File: src/rtl/snowbro2_gfx_fetch.sv
// snowbro2_gfx_fetch
//   Fetch sequencer between one 32-bit graphics ROM client and one 16-bit
//   SDRAM bank. A 32-bit word request becomes two sequential 16-bit reads
//   (low half at even address, high half at odd address). The last fetched
//   word is held in a one-entry tag cache so repeated addresses complete
//   without SDRAM traffic.
//
// Ports
//   CLK        system clock (single domain)
//   RESET      asynchronous, active-high reset
//   CS         client request, held while ADDR is wanted
//   ADDR       client 32-bit word address
//   OK         DOUT valid for the current ADDR (registered)
//   DOUT       cached word {high half, low half}
//   BA_ADDR    SDRAM 16-bit word address (registered)
//   BA_RD      SDRAM read request, held until BA_ACK
//   BA_ACK     request accepted (one-cycle pulse)
//   BA_RDY     DATA_READ valid (one-cycle pulse)
//   DATA_READ  SDRAM read data
//   BUSY       an SDRAM access is in flight
module snowbro2_gfx_fetch #(
    parameter logic [21:0] BASE = 22'h000000
) (
    input  logic        CLK,
    input  logic        RESET,
    input  logic        CS,
    input  logic [20:0] ADDR,
    output logic        OK,
    output logic [31:0] DOUT,
    output logic [21:0] BA_ADDR,
    output logic        BA_RD,
    input  logic        BA_ACK,
    input  logic        BA_RDY,
    input  logic [15:0] DATA_READ,
    output logic        BUSY
);

    typedef enum logic [2:0] {
        S_IDLE    = 3'd0,
        S_RD_LO   = 3'd1,
        S_WAIT_LO = 3'd2,
        S_RD_HI   = 3'd3,
        S_WAIT_HI = 3'd4,
        S_FILL    = 3'd5
    } state_t;

    state_t      state_q, state_d;

    logic [20:0] pend_q, pend_d;
    logic [15:0] lo_q, lo_d;
    logic [15:0] hi_q, hi_d;
    logic [20:0] tag_q, tag_d;
    logic        valid_q, valid_d;
    logic [31:0] data_q, data_d;
    logic        ok_q, ok_d;
    logic [21:0] ba_addr_q, ba_addr_d;
    logic        ba_rd_q, ba_rd_d;

    // FSM control strobes
    logic        hit;
    logic        start_lo;
    logic        start_hi;
    logic        cap_hi;
    logic        ack_take;
    logic        fill;

    // Cache hit uses the registered cache contents; a FILL becomes visible
    // to the hit compare one cycle later, which is what makes OK land one
    // cycle after the FILL state.
    assign hit = CS & valid_q & (ADDR == tag_q);

    // ---------------- FSM: state register ----------------
    always_ff @(posedge CLK or posedge RESET) begin
        if (RESET) begin
            state_q <= S_IDLE;
        end else begin
            state_q <= state_d;
        end
    end

    // ---------------- FSM: next state ----------------
    always_comb begin
        state_d = state_q;
        case (state_q)
            S_IDLE:    if (CS && !hit) state_d = S_RD_LO;
            S_RD_LO:   if (BA_ACK)     state_d = S_WAIT_LO;
            S_WAIT_LO: if (BA_RDY)     state_d = S_RD_HI;
            S_RD_HI:   if (BA_ACK)     state_d = S_WAIT_HI;
            S_WAIT_HI: if (BA_RDY)     state_d = S_FILL;
            S_FILL:                    state_d = S_IDLE;
            default:                   state_d = S_IDLE;
        endcase
    end

    // ---------------- FSM: outputs / strobes ----------------
    // RDY is only honoured in WAIT_x and ACK only in RD_x, so stray strobes
    // in any other state fall through without effect.
    always_comb begin
        start_lo = 1'b0;
        start_hi = 1'b0;
        cap_hi   = 1'b0;
        ack_take = 1'b0;
        fill     = 1'b0;
        BUSY     = (state_q != S_IDLE);
        case (state_q)
            S_IDLE:    start_lo = CS & ~hit;
            S_RD_LO:   ack_take = BA_ACK;
            S_WAIT_LO: start_hi = BA_RDY;
            S_RD_HI:   ack_take = BA_ACK;
            S_WAIT_HI: cap_hi   = BA_RDY;
            S_FILL:    fill     = 1'b1;
            default:   ;
        endcase
    end

    // ---------------- datapath next state ----------------
    always_comb begin
        pend_d    = pend_q;
        lo_d      = lo_q;
        hi_d      = hi_q;
        tag_d     = tag_q;
        valid_d   = valid_q;
        data_d    = data_q;
        ba_addr_d = ba_addr_q;
        ba_rd_d   = ba_rd_q;
        ok_d      = hit;

        // Address is computed on the transition into RD_x so BA_ADDR is
        // already stable on the first BA_RD cycle. Sum wraps modulo 2^22.
        if (start_lo) begin
            pend_d    = ADDR;
            ba_addr_d = BASE + {ADDR, 1'b0};
            ba_rd_d   = 1'b1;
        end
        if (start_hi) begin
            lo_d      = DATA_READ;
            ba_addr_d = BASE + {pend_q, 1'b1};
            ba_rd_d   = 1'b1;
        end
        if (ack_take) begin
            ba_rd_d = 1'b0;
        end
        if (cap_hi) begin
            hi_d = DATA_READ;
        end
        if (fill) begin
            tag_d   = pend_q;
            data_d  = {hi_q, lo_q};
            valid_d = 1'b1;
        end
    end

    always_ff @(posedge CLK or posedge RESET) begin
        if (RESET) begin
            pend_q    <= '0;
            lo_q      <= '0;
            hi_q      <= '0;
            tag_q     <= '0;
            valid_q   <= 1'b0;
            data_q    <= '0;
            ok_q      <= 1'b0;
            ba_addr_q <= BASE;
            ba_rd_q   <= 1'b0;
        end else begin
            pend_q    <= pend_d;
            lo_q      <= lo_d;
            hi_q      <= hi_d;
            tag_q     <= tag_d;
            valid_q   <= valid_d;
            data_q    <= data_d;
            ok_q      <= ok_d;
            ba_addr_q <= ba_addr_d;
            ba_rd_q   <= ba_rd_d;
        end
    end

    // DOUT is the cache data register itself: it only changes at FILL and
    // never shows a half-assembled word.
    assign OK      = ok_q;
    assign DOUT    = data_q;
    assign BA_ADDR = ba_addr_q;
    assign BA_RD   = ba_rd_q;

endmodule

File: config.mk
export PLATFORM = sky130hd
export DESIGN_NAME = snowbro2_gfx_fetch
export DESIGN_NICKNAME = d
export VERILOG_FILES = /design/src/rtl/snowbro2_gfx_fetch.sv
export SDC_FILE = /design/constraint.sdc
export NUM_CORES = 1
export LEC_CHECK = 0
export ABC_CLOCK_PERIOD_IN_PS = 7600
export CORE_MARGIN = 2
export CORE_UTILIZATION = 35
export CTS_BUF_LIST = sky130_fd_sc_hd__clkbuf_2
export DETAILED_ROUTE_END_ITERATION = 8
export GPL_TIMING_DRIVEN = 0
export PLACE_DENSITY = 0.66
export SLEW_MARGIN = 25
export SYNTH_ARGS = -nofsm -noshare
export SYNTH_HDL_FRONTEND = slang
export SYNTH_SLANG_ARGS = --single-unit
export TNS_END_PERCENT = 50
File: constraint.sdc
create_clock -name CLK -period 7.6 [get_ports CLK]
set_clock_uncertainty 0.2 [all_clocks]
set_input_delay 0.76 -clock CLK [delete_from_list [all_inputs] [get_ports CLK]]
set_output_delay 0.76 -clock CLK [all_outputs]
set_load 0.03 [all_outputs]
==> summary.txt <==
Timing
  • Setup tns final: 0 ns
  • F_max: between 300 and 400 MHz
  • Final period utilization: 0.433
  • Max-slew headroom at the worst pin: 0.452
  • Final critical-path required period: around 3.3 ns
  • Count of final hold-check violations: 0
  • RSZ-0062 raised after global routing: false
  • Final Setup Violations: 0
  • Least-Margin Pin Slew: 0.818 ns
  • Fin worst setup slack: ~4.3 ns
  • Hold slack: 0.256 ns
  • Max Slew Vio Count: 0

Setup path
  • Crit. Startpoint: state_q[2]
  • CP Class: reg -> out
  • FF-to-FF End: hi_q[5]
  • Critical-path maximum fanout: 9
  • FF-to-FF Start: state_q[1]
  • Worst path required time: 6.64 ns
  • Data arrival, critical path: between 2 and 2.5 ns
  • CP endpoint kind: primary output
  • R2R depth: 5
  • Crit start category: register
  • R2R Setup Slk: 5.22 ns

Pwr
  • P_sw: roughly 1.1 mW
  • Switching Share: 0.376
  • Gate power share: 0.428
  • P_int: ~1.9 mW
  • Pwr/cell area: about 420 mW/mm^2
  • Maximum vdd drop: between 0.15 and 0.2 mV
  • Register share of total power: 0.407
  • Leakage: 3.23 nW
  • Clock power frac: 0.166
  • Overall power: roughly 3 mW

Placement
  • DP Area: 0.00693 sq mm
  • Place WS: between 4 and 5 ns
  • GP Congestion: between 0.7 and 0.8
  • Port Buf Inserts: 98
  • Post-DP HPWL: 9440 microns
  • Dpl cells: 762

Global routing
  • Largest net degree at the start of global routing: 75
  • First-pass GRT wire length: 22,500 microns
  • Overflow after GRT: 0
  • GR Util All Layers: 0.175
  • Initial antenna violation count: 0
  • Vias in the first global route: approximately 4,200

Die
  • Die area: 0.0172 sq mm
  • # rows: 46
  • Ports: 99
  • Die Width: approximately 130 microns
  • Placeable core region: 0.0158 sq mm
  • Die height: 131 microns
  • Initial core utilization: 0.357

Detailed routing
  • Drt pass-1 iters: 4
  • DRC viols: 0
  • Routed Antenna Nets: 0
  • Detailed Route WL: around 14,000 microns
  • Routed vias: around 3,900
  • DR iter-0 viols: between 200 and 250
  • Drt via density: between 4 and 5
  • Wire per inst: roughly 17 microns

Clocking
  • Worst-Skew Late Latency: approximately 0.7 ns
  • Hold-fix buffers at CTS: 0
  • Clock buffer depth: 2
  • Cts repair resizes: 0
  • CTS buffer count: 17
  • Clock root cell: clkbuf_2
  • Clk sinks: 134
  • Setup bufs post-CTS: 0
  • Clock slew seen by the registers of the worst setup and hold paths: approximately 0.19 ns
  • CTS tree: done
  • Htree depth: 4

Synthesis
  • Largest area contributor in the netlist: dfrtp_1
  • Compound-cell area share of the yosys netlist: 0.0959
  • Distinct cells, synth: 36
  • Synth Area in Simple Gates: 0.108
  • Mean Syn Cell Area: around 13 sq um
  • Cell Area, Synth: approximately 0.0056 sq mm
  • Synth area leaders: dfrtp_1 (59%), mux2_2 (13%), nand2_1 (7.8%), o221ai_2 (5.1%), o2bb2ai_1 (3.3%)
  • Yosys reg bits: 134
  • Share of Yosys cell area claimed by the top area cell type: 0.594
  • Proportion of synthesized area in mux cells: 0.139
  • Synth Area in Adders: 0
  • Sequential area share after synthesis: 0.594
  • Yosys warns: 0
  • XOR/XNOR Fraction of Synth Area: 0.0341
  • Largest family of logic cells by synthesized area: multiplexers
  • Syn nets: around 500
  • Syn Inst Count: 447

Cells and area
  • Antenna Cells: 0
  • Final core area utilization: 0.455
  • Cell area after layout: 0.00721 sq mm
  • Share of layout cells above drive strength 1: 0.250
  • Synth-to-layout area growth: 27.7%
  • Fill count: between 1,000 and 1,500
  • Commonest non-fill, non-tap cell in the layout: dfrtp_1
  • Nets: slightly above 600
  • Non-filler instance count after layout: ~800
  • Most frequent cells in the layout: dfrtp_1 (134), nand2_1 (117), clkdlybuf4s50_1 (98)

Status
  • Status: complete, no violations

Run
  • Max_cap viols: 0

Min path
  • Worst min-delay path class: in -> async
[kinds of logic after synthesis]
| kind of cell | Yosys count |
|---|---|
| flip-flops | 134 |
| buffers and inverters | 30 |
| AO/OA/AOI/OAI | 50 |
| AND/OR/NAND/NOR | 141 |
| multiplexers | 70 |
| XOR/XNOR | 22 |
[synth_stat cells]
master,n
xnor2_1,2
a21oi_1,3
or2_2,1
o221ai_2,19
buf_6,2
nor2_1,7
nor2_4,1
o21ai_1,1
mux2_2,67
nand4_1,1
o221ai_1,2
nor4_2,3
clkbuf_1,4
nand2_1,117
buf_2,13
and3_1,1
nand4_2,1
nor2_2,1
nor4_1,2
xor2_1,20
o2bb2ai_1,21
o21a_1,1
nand3b_1,1
o32a_1,1
o32ai_1,1
mux2_1,2
inv_1,4
buf_4,5
or3_1,1
mux2i_1,1
nand2b_1,2
nor2b_1,1
nor3b_2,1
dfrtp_1,134
o22a_1,1
buf_1,2
[worst max-delay path, cell delays in order (launching register included)]
cell,delay [ns]
dfrtp_1,0.40
buf_2,0.16
or3_1,0.42
clkdlybuf4s50_1,0.64
[power by group through the flow]
stage	Combinational (mW)	Clock, mW	Sequential [mW]
4_1_cts	1.31	0.515	1.23
6_report	1.29	0.498	1.22
3_3_place_gp	1.27	0	1.22
3_5_place_dp	1.30	0	1.24
5_1_grt	1.40	0.542	1.26
2_1_floorplan	0.611	0	1.44
[routing by layer]
layer  global-route usage  wire length, microns
met1                0.222                  5920
met2                0.286                  6750
met3               0.0590                   923
met4               0.0494                   155
met5                    0                     0
[state kept, by name, indices dropped and copies added, names as in the netlist, 3 cells and up]
name     count
DOUT        32
BA_ADDR     22
pend_q      21
tag_q       21
hi_q        16
lo_q        16
state_q      3
[how the worst max path moves through the flow]
stage	end	slack (ns)	cells after the start
finish	BUSY	4.31	3
global route	BUSY	4.17	3
CTS	BUSY	4.22	3
detailed placement	hi_q[2]	4.53	4
global placement	DOUT[29]	1.29	2
floorplan	BA_ADDR[0]	3.06	1
[layout make-up]
class / instances / area (sq um) / share of cell area
buffer: 26 / 148 / 0.0205
multi-input combinational: 283 / 2130 / 0.296
timing repair buffer: 99 / 1010 / 0.140
inverter: 4 / 22.5 / 0.00312
clock buffer: 18 / 90.1 / 0.0125
sequential: 134 / 3350 / 0.465
clock inverter: 13 / 186 / 0.0259
tap: 216 / 270 / 0.0375
Power figures use the tool's default switching activity.
